<file path="src/rtl/instr_issuer_if.sv">
// instr_issuer_if: host write port, run control and issue-side outputs of the instruction issuer
interface instr_issuer_if #(
   parameter int DEPTH = 8,
   parameter int CODE_W = 23
);
   logic wr_en;
   logic [CODE_W-1:0] wr_code;
   logic full;
   logic [$clog2(DEPTH):0] count;
   logic run;
   logic [CODE_W-1:0] code;
   logic code_valid;
   logic busy;
   logic done;
   logic illegal;
   logic [7:0] issued;
   modport master (
      output wr_en, wr_code, run,
      input full, count, code, code_valid, busy, done, illegal, issued
   );
   modport slave (
      input wr_en, wr_code, run,
      output full, count, code, code_valid, busy, done, illegal, issued
   );
endinterface

</file>
<file path="src/rtl/instr_issuer.sv">
// instr_issuer: program FIFO feeding code words to the control FSM, each held for its opcode's
// cycle count and followed by a one-cycle all-zero gap.
module instr_issuer #(
   parameter int DEPTH = 8,
   parameter int CODE_W = 23
) (
   input logic clk,
   input logic reset,
   instr_issuer_if.slave bus
);
   localparam int AW = $clog2(DEPTH);
   localparam logic [AW:0] FULL_CNT = (AW+1)'(DEPTH);
   localparam logic [1:0] IDLE = 2'd0, ISSUE = 2'd1, GAP = 2'd2;
   logic [CODE_W-1:0] mem [DEPTH];
   logic [AW-1:0] wp, rp;
   logic [AW:0] cnt;
   logic [1:0] state, hcnt, hold;
   logic [CODE_W-1:0] code_r;
   logic ill_r;
   logic [7:0] issued_r;
   logic [3:0] func;
   logic legal, wr_ok, pop;
   always_comb begin
      func = mem[rp][CODE_W-1 -: 4];
      legal = func >= 4'd1 && func <= 4'd9;
      hold = func <= 4'd2 ? 2'd0 : 2'd2;
      wr_ok = bus.wr_en && cnt != FULL_CNT;
      pop = (state == IDLE || state == GAP) && bus.run && cnt != '0;
   end
   always_ff @(posedge clk)
      if (wr_ok) mem[wp] <= bus.wr_code;
   always_ff @(posedge clk) begin
      if (reset) begin
         wp <= '0;
         rp <= '0;
         cnt <= '0;
         state <= IDLE;
         hcnt <= '0;
         code_r <= '0;
         ill_r <= 1'b0;
         issued_r <= '0;
      end else begin
         ill_r <= pop && !legal;
         if (wr_ok) wp <= wp + 1'b1;
         if (pop) rp <= rp + 1'b1;
         cnt <= cnt + (AW+1)'(wr_ok) - (AW+1)'(pop);
         if (state == GAP) issued_r <= issued_r + 8'd1;
         // hcnt holds remaining ISSUE cycles minus one; illegal pops fall through to IDLE
         if (pop && legal) begin
            code_r <= mem[rp];
            hcnt <= hold;
            state <= ISSUE;
         end else if (state == ISSUE) begin
            hcnt <= hcnt - 2'd1;
            if (hcnt == 2'd0) state <= GAP;
         end else
            state <= IDLE;
      end
   end
   always_comb begin
      bus.full = cnt == FULL_CNT;
      bus.count = cnt;
      bus.code = state == ISSUE ? code_r : '0;
      bus.code_valid = state == ISSUE;
      bus.busy = state != IDLE;
      bus.done = state == GAP;
      bus.illegal = ill_r;
      bus.issued = issued_r;
   end
endmodule

</file>
<file path="src/flat_wrapper.sv">
// flat-port wrapper written by rule: the top's interface ports become plain ports
module instr_issuer_flat 
#(
   parameter int DEPTH = 8,
   parameter int CODE_W = 23
)
  (clk, reset, bus_wr_en, bus_wr_code, bus_run, bus_full, bus_count, bus_code, bus_code_valid, bus_busy, bus_done, bus_illegal, bus_issued);
  instr_issuer_if #(.DEPTH(DEPTH), .CODE_W(CODE_W)) bus_i ();
  input logic clk;
  input logic reset;
  input wire logic [$bits(bus_i.wr_en)-1:0] bus_wr_en;
  input wire logic [$bits(bus_i.wr_code)-1:0] bus_wr_code;
  input wire logic [$bits(bus_i.run)-1:0] bus_run;
  output wire logic [$bits(bus_i.full)-1:0] bus_full;
  output wire logic [$bits(bus_i.count)-1:0] bus_count;
  output wire logic [$bits(bus_i.code)-1:0] bus_code;
  output wire logic [$bits(bus_i.code_valid)-1:0] bus_code_valid;
  output wire logic [$bits(bus_i.busy)-1:0] bus_busy;
  output wire logic [$bits(bus_i.done)-1:0] bus_done;
  output wire logic [$bits(bus_i.illegal)-1:0] bus_illegal;
  output wire logic [$bits(bus_i.issued)-1:0] bus_issued;
  assign bus_i.wr_en = bus_wr_en;
  assign bus_i.wr_code = bus_wr_code;
  assign bus_i.run = bus_run;
  assign bus_full = bus_i.full;
  assign bus_count = bus_i.count;
  assign bus_code = bus_i.code;
  assign bus_code_valid = bus_i.code_valid;
  assign bus_busy = bus_i.busy;
  assign bus_done = bus_i.done;
  assign bus_illegal = bus_i.illegal;
  assign bus_issued = bus_i.issued;
  instr_issuer #(.DEPTH(DEPTH), .CODE_W(CODE_W)) u_core (.clk(clk), .reset(reset), .bus(bus_i));
endmodule
</file>
<file path="config.mk">
export PLATFORM = sky130hd
export DESIGN_NAME = instr_issuer_flat
export DESIGN_NICKNAME = d
export VERILOG_FILES = /design/src/rtl/instr_issuer_if.sv /design/src/rtl/instr_issuer.sv /design/src/flat_wrapper.sv
export SDC_FILE = /design/constraint.sdc
export NUM_CORES = 1
export LEC_CHECK = 0
export CAP_MARGIN = 25
export CORE_ASPECT_RATIO = 0.5
export CORE_MARGIN = 3
export CORE_UTILIZATION = 63
export DETAILED_ROUTE_END_ITERATION = 7
export HOLD_SLACK_MARGIN = 0.06
export PLACE_DENSITY = 0.85
export RECOVER_POWER = 50
export REMOVE_ABC_BUFFERS = 1
export SLEW_MARGIN = 20
export SYNTH_ARGS = -nofsm -noshare
export SYNTH_HDL_FRONTEND = slang
export SYNTH_SLANG_ARGS = --single-unit
export TNS_END_PERCENT = 10
</file>
<file path="constraint.sdc">
create_clock -name clk -period 7.8 [get_ports clk]
set_input_delay 1.17 -clock clk [delete_from_list [all_inputs] [get_ports clk]]
set_output_delay 1.17 -clock clk [all_outputs]
set_load 0.03 [all_outputs]
</file>
Word level (Yosys, flattened, before mapping)
Memory sizes are Yosys's and may differ from the RTL's. A register that Yosys moved wholly into a read port is not among the register bits.
Index checks and enable logic that the tools add are counted.
Word-level totals
  bits in latches: 0
  bits in registers: 46
  memories: 1
  word-level logic and storage cells: 50
  input bits: 27
  bits in read-only memories: 0
  RAM bits: 184
  output and inout port bits: 40
Memory list
  u_core.mem: words 8, width 23, rd ports 1, clocked after memory_dff 1, write ports 1, RTL line instr_issuer.sv:14  | logic [CODE_W-1:0] mem [DEPTH];
Cells by class
  bitwise operators: 1
  $lt $le $gt $ge: 3
  div/mod/pow operators: 0
  reduce and logical (&&, ||, !) cells: 14
  shift-type cells: 0
  $mul: 0
  eq/ne operators: 5
  $add $sub $neg: 6
  muxes and demuxes: 11
Operators by type and width (count)
  23-bit two-way mux: 1
  8-bit by 1-bit adder with 8-bit output (second input constant): 1
  3-bit by 1-bit adder with 3-bit output (second input constant): 2
  1-bit logical AND: 6
  2-bit two-way mux: 3
  3-bit two-way mux: 2
  1-bit two-way mux: 5
  4-bit by 1-bit adder with 4-bit output: 1
  4-bit == test (second input constant): 1
  4-bit by 1-bit greater-or-equal comparator with 1-bit output (second input constant): 1
  4-bit by 2-bit <= comparator with 1-bit output (second input constant): 1
  4-bit <= comparator (second input constant): 1
  2-bit logical NOT: 2
  4-bit != test (second input constant): 1
  2-bit nonzero test: 2
  4-bit nonzero test: 1
  4-bit by 1-bit subtractor with 4-bit output: 1
  3-bit by 1-bit != test with 1-bit output (second input constant): 1
  3-bit OR reduction: 1
  2-bit by 1-bit == test with 1-bit output (second input constant): 1
  2-bit == test (second input constant): 1
  2-bit by 1-bit subtractor with 2-bit output (second input constant): 1
  1-bit logical NOT: 1
  1-bit logical OR: 1
  1-bit NOT: 1

Depth between registers and ports, before layout
Gate-level depths: netlist (run 1).
  depth in word-level cells: 6
  mapped depth: 13
  gate-level depth less buffers: 11

Least setup slack after synthesis (run 1)
OpenSTA, ideal clock, no wires.
  path kind: input port to flip-flop
  start point: input port bus_wr_en
  end point: memory u_core.mem[0][0] (enable)
  library setup time: 432 ps
  stages on the path: 3
  arrival time: 3303 ps
  setup slack: 4065 ps
  cell sequence: a21boi_1 nand2b_1 nor3_1
On the way
  word-level cells in the longest chain between the ends: 3
Ends and longest elaborated chain
  start, declared: RTL line flat_wrapper.sv:11  | input wire logic [$bits(bus_i.wr_en)-1:0] bus_wr_en;
  1-bit logical AND: RTL line instr_issuer.sv:27  | wr_ok = bus.wr_en && cnt != FULL_CNT;
  1-bit two-way mux: RTL line instr_issuer.sv:31  | if (wr_ok) mem[wp] <= bus.wr_code;
  1-bit two-way mux (implied by the code): RTL line instr_issuer.sv:31
  end, declared: RTL line instr_issuer.sv:14
Every way passes these cells.

Worst setup path after layout (run 1)
  start point: input port bus_wr_en
  end point: memory u_core.mem[1][19] (enable)
On the way
  word-level cells in the longest chain between the ends: 3
Ends and longest elaborated chain
  1-bit logical AND: RTL line instr_issuer.sv:27
  net u_core.wr_ok: RTL line instr_issuer.sv:22  | logic legal, wr_ok, pop;
  1-bit two-way mux: RTL line instr_issuer.sv:31
  1-bit two-way mux (implied by the code): RTL line instr_issuer.sv:31
The timed path passes the listed nets, and every way through them passes these cells.

==> results.cfg, run 1 <==
[finish]
n_fill_cell = 785
multi_input_area_sq_mm = 0.00258
finalNonFillerCells = 788
drive_gt1_frac = 0.191
area_growth_pct = 15.3
finish.net_count = 622
layout.area.seq_sq_mm = 0.00651
num_antenna_cells = 0

[clock_tree]
cts_tree = built
cts_max_level = 1
cts_hold_buf = 0
ctsResizeCount = 0
path_clk_slew_ns = 0.07
cts_root_buf = clkbuf_16
numCtsBuffers = 19
cts.sinks = 233
cts_setup_buffers = 0
clk_path_buf_depth = 3
clock_latency_ns = 0.49

[sta]
fin_tns_setup_ns = 0
max_slew_margin = -0.859
finClkSkew_ns = 0.0133
final.min_clock_period_ns = 3.75
fmaxAchievable_ghz = 0.267
tightest_slew_ns = 2.79
maxSlewViolCount = 48
rsz0062_at_grt = no
hold_viol = 0
min_period_over_period = 0.481
finalSetupViolations = 0

[critical_path]
cp_data_arrival_time_ns = 3.87
crit_path_max_fanout = 9
critPathKind = primary input to register
crit_slowest_cell = a21boi_0
cp_top_family = buffers and inverters
cp.required_ns = 7.92
critPathLaunchType = primary input
path_buf_inv = 2
end_kind = register
cpPeakStageDelay_ns = 0.77
crit_chain = dlygate4sd3_1 > a21boi_0 > nand2_1 > nor3_1 > clkbuf_1

[floorplan]
die_area_sq_mm = 0.0163
ios = 67
fp.coreArea_sq_mm = 0.0140
die_x_um = 177
start_util = 0.663
fp.dieH_um = 91.7
core.rowCount = 30

[logic_synthesis]
synthCells = 516
synth_area_per_cell_sq_um = 17.9
synth-seq-cells = 233
seq_area_frac_synth = 0.703
synth_edf_count = 184
async_flop_share = 0
ys.flop_type = edfxtp_1
synth_area_sq_mm = 0.00925
yosysWarnings = 0
synth.distinct_cells = 41

[flow_run]
drv_cap = 1

[route]
drt_first_iter_violations = 522
final_antenna_net_count = 0
vias_per_cell = 6.18
wire_per_inst_um = 23.3
vias = 4867
drc = 0
firstDrtPassIters = 5
routed_wl_mm = 18.3

[pwr]
p_leak_nw = 3.43
power_density_mw_per_mm2 = 307
ir_drop_mv = 0.165

[place]
place_inst = 754
hpwl_mm = 10.3
numPortBuffers = 66
routabilityCongestion = 0.774

[global_routing]
grt-ovfl-total = 0
grt_usage = 0.234
grt_pass1_vias = 5070
grt_pass1_wl_mm = 28.9
grt_max_degree = 48
antenna_found_initial = 0

[run_status]
failed_checks = max-capacitance violations, max-slew violations
status = finished with violations

[hold_path]
hold_class = register to register
-- per-stage QoR --
stage               area (sq um)  power, mW  hold WS [ns]  utilization  setup WS (ns)
floorplan                   9100       2.18         0.432            -           3.83
global placement           10100       2.39         0.441        0.724           3.76
detailed placement         10100       2.42         0.456        0.724           3.73
CTS                        10700       3.31         0.472        0.764           4.19
global route               10700       3.43         0.484        0.764           3.98
finish                     10700       3.28         0.467        0.764           4.05
-- worst paths after layout --
check / to / startpoint / cells after the start / slack, ns
worst max register to register: u_core.code_r[14]$_SDFFE_PP0P_ / register / 6 / 4.34
worst max-delay path: u_core.mem[1][19]$_DFFE_PP_ / bus_wr_en / 5 / 4.05
worst min-delay path: u_core.code_r[22]$_SDFFE_PP0P_ / u_core.code_r[22]$_SDFFE_PP0P_ / 1 / 0.47
worst min register to register: u_core.code_r[22]$_SDFFE_PP0P_ / u_core.code_r[22]$_SDFFE_PP0P_ / 1 / 0.47
-- logic make-up (layout without fill, tap and decap cells) --
logic type / Yosys count / count (layout) / share of synthesized area
buffers and inverters: 42 / 122 / 0.0211
AOI/OAI and AO/OA: 59 / 59 / 0.0525
adders and majority gates: 11 / 11 / 0.0157
muxes: 71 / 71 / 0.144
and+or+nand+nor: 86 / 86 / 0.0500
DFF: 233 / 233 / 0.703
xor gates and xnor gates: 14 / 14 / 0.0133
-- flip-flops by register name (all words and copies together) (netlist names), named ones only --
register and cells:
u_core.rp 3, u_core.wp 3, u_core.bus.count 4, u_core.mem 184, u_core.bus.issued 8, u_core.code_r 23
u_core.hcnt 2, u_core.state 2, u_core.bus.illegal 1
-- placed cells by master (no fill, tap or decap), drive strengths merged, types with 21 or more instances in the layout --
cell	netlist	routed
edfxtp	184	184
dfxtp	49	49
mux4	46	46
dlygate4sd3	0	38
clkdlybuf4s50	0	27
nor2	27	27
clkbuf	17	27
mux2i	25	25
and2	24	24
a31oi	21	21
a211oi	21	21
-- metal layers --
layer	global-route usage	wire, um	vias up
met5	0	0	-
met4	0.0666	484	0
met3	0.0562	1520	45
met2	0.383	8890	220
met1	0.317	7430	2446
li1	-	-	2156
-- power by group --
group	internal (mW)	switching (mW)
sequential	1.46	0.0527
combinational	0.383	0.498
clock	0.483	0.400
total	2.33	0.951
-- cell type report --
class                   instances  share of cell area
clock buffers                  25              0.0467
multi-input cells             241               0.242
clock inverters                 8             0.00586
well taps                     192              0.0225
flip-flops and latches        233               0.610
repair buffers                 78              0.0694
inverters                      11             0.00387
-- Yosys cell counts, types with 4 or more instances --
library cell  instances  area share
buf_2                 6      0.0032
a21oi_1               6      0.0032
mux4_2               46        0.11
dfxtp_1              49        0.11
mux2i_4               4      0.0097
a211oi_2             18       0.024
ha_1                 10       0.014
mux2i_1              21       0.023
inv_1                11      0.0045
nor2_1               27       0.011
o21ai_0               4      0.0022
and2_1               24       0.016
and3_1                4      0.0027
xnor2_1               6      0.0057
a31oi_1              21       0.014
nand2_1              12      0.0049
nand2b_1              5      0.0034
xor2_1                8      0.0076
clkbuf_1             17      0.0069
edfxtp_1            184        0.60
No activity file was read; power rests on OpenSTA's default activity.
==> run 2: changes to the inputs <==
--- a/config.mk
+++ b/config.mk
@@ -8,10 +8,10 @@
 export CAP_MARGIN = 25
 export CORE_ASPECT_RATIO = 0.5
 export CORE_MARGIN = 3
-export CORE_UTILIZATION = 63
+export CORE_UTILIZATION = 58
 export DETAILED_ROUTE_END_ITERATION = 7
 export HOLD_SLACK_MARGIN = 0.06
-export PLACE_DENSITY = 0.85
+export PLACE_DENSITY = 0.79
 export RECOVER_POWER = 50
 export REMOVE_ABC_BUFFERS = 1
 export SLEW_MARGIN = 20
==> constraint.sdc (replaced) <==
create_clock -name clk -period 3.7 [get_ports clk]
set_input_delay 0.555 -clock clk [delete_from_list [all_inputs] [get_ports clk]]
set_output_delay 0.555 -clock clk [all_outputs]
set_load 0.03 [all_outputs]
==> run 2 against run 1 <==
  * The flow now finishes without violations
  * Clock skew increased by 0.0078 ns
  * Non-clock buffer count increased by 7
  * Clock power grew 150%
  * Total power grew 120%
  * Largest power group unchanged
==> results.cfg, run 2 (same netlist as run 1, synthesis figures left out) <==
[global_routing]
grt-ovfl-total = 0
grt_usage = 0.223
antenna_found_initial = 0
grt_pass1_vias = 5156
grt_pass1_wl_mm = 29.2
grt_max_degree = 36

[run_status]
status = completed

[critical_path]
end_kind = output pin
cp_data_arrival_time_ns = 2.58
critPathKind = register to output pin
cp_top_family = buffers and inverters
cpPeakStageDelay_ns = 0.67
startpoint = u_core.state[0]$_SDFFE_PP0P_
crit_chain = nor2b_2 > buf_4 > and2_1 > clkdlybuf4s50_1
path_buf_inv = 2
cp.required_ns = 3.14
crit_slowest_cell = clkdlybuf4s50_1
crit_path_max_fanout = 17
critPathLaunchType = register

[clock_tree]
clk_path_buf_depth = 3
cts.sinks = 233
cts_hold_buf = 0
ctsResizeCount = 0
cts_setup_buffers = 0
path_clk_slew_ns = 0.07
cts_tree = built
cts_root_buf = clkbuf_16
clock_latency_ns = 0.50
cts_max_level = 1
numCtsBuffers = 20

[floorplan]
fp.coreArea_sq_mm = 0.0150
fp.dieH_um = 95.3
core.rowCount = 31
die_x_um = 185
ios = 67
start_util = 0.616
die_area_sq_mm = 0.0176

[finish]
n_fill_cell = 906
num_antenna_cells = 0
drive_gt1_frac = 0.221
finalNonFillerCells = 804
largest-register = u_core.mem
area_growth_pct = 17.3
design_area_sq_mm = 0.0109
layout_common_cells = edfxtp_1, dfxtp_1, mux4_2
largest_register_ffs = 184
final_common_cell = edfxtp_1
finish.net_count = 630

[place]
dpl_cell_area_sq_mm = 0.0102
routabilityCongestion = 0.747
place_inst = 768
numPortBuffers = 66
hpwl_mm = 10.6

[sta]
tightest_slew_ns = 0.870
finClkSkew_ns = 0.0211
maxSlewViolCount = 0
final.min_clock_period_ns = 3.13
hold_viol = 0
max_slew_margin = 0.415
rsz0062_at_grt = no
min_period_over_period = 0.846
fmaxAchievable_ghz = 0.319
finalSetupViolations = 0

[hold_path]
min-delay-start = u_core.code_r[20]$_SDFFE_PP0P_
hold_class = register to register

[pwr]
power_density_mw_per_mm2 = 670
p_leak_nw = 3.54
ir_drop_mv = 0.340

[route]
routed_wl_mm = 18.9
drc = 0
vias_per_cell = 6.15
vias = 4948
wire_per_inst_um = 23.5
drt_first_iter_violations = 475
firstDrtPassIters = 5
final_antenna_net_count = 0

[flow_run]
drv_cap = 0
run 2: report_power, final:
group	total (mW)	switching [mW]	leakage (nW)	internal [mW]
logic	1.88	1.05	1.13	0.828
registers	3.22	0.143	2.07	3.08
clock network	2.17	0.909	0.335	1.26
run 2: path summary, 6_finish.rpt:
kind / to / slack [ns] / cells past startpoint
hold reg to reg: u_core.code_r[20]$_SDFFE_PP0P_ / 0.48 / 2
setup reg to reg: u_core.code_r[5]$_SDFFE_PP0P_ / 0.85 / 7
setup / recovery: bus_code[4] / 0.57 / 4
hold / removal: u_core.code_r[20]$_SDFFE_PP0P_ / 0.48 / 2
run 2: through the flow:
step	power (mW)	setup slack [ns]	setup TNS, ns	hold slack, ns	util
2_1_floorplan	4.59	-0.267	-5.67	0.432	-
3_3_place_gp	5.09	0.953	0	0.455	0.678
3_5_place_dp	5.16	0.847	0	0.474	0.678
4_1_cts	7.34	0.569	0	0.488	0.724
5_1_grt	7.60	0.462	0	0.505	0.723
6_report	7.27	0.570	0	0.483	0.723
run 2: worst reg2reg max path: cells and delay by family (launching register included):
family / cells / cell delay (ns)
AOI/OAI and AO/OA: 2 / 0.40
buffers and inverters: 2 / 0.72
DFF: 1 / 0.49
muxes: 2 / 0.90
and+or+nand+nor: 1 / 0.20
run 2: per-layer routing:
metal | part of all wire | vias to the layer above | track usage
met5 | 0 | - | 0
met4 | 0.013 | 0 | 0.0480
met3 | 0.066 | 23 | 0.0305
met2 | 0.48 | 209 | 0.368
met1 | 0.44 | 2546 | 0.327
li1 | - | 2170 | -
run 2: area by class of cell:
type / instances / area [sq um] / area share
inverters: 11 / 41.3 / 0.00381
well taps: 198 / 248 / 0.0228
multi-input cells: 241 / 2570 / 0.237
flip-flops and latches: 233 / 6510 / 0.600
repair buffers: 85 / 792 / 0.0730
clock buffers: 26 / 543 / 0.0500
clock inverters: 10 / 143 / 0.0131
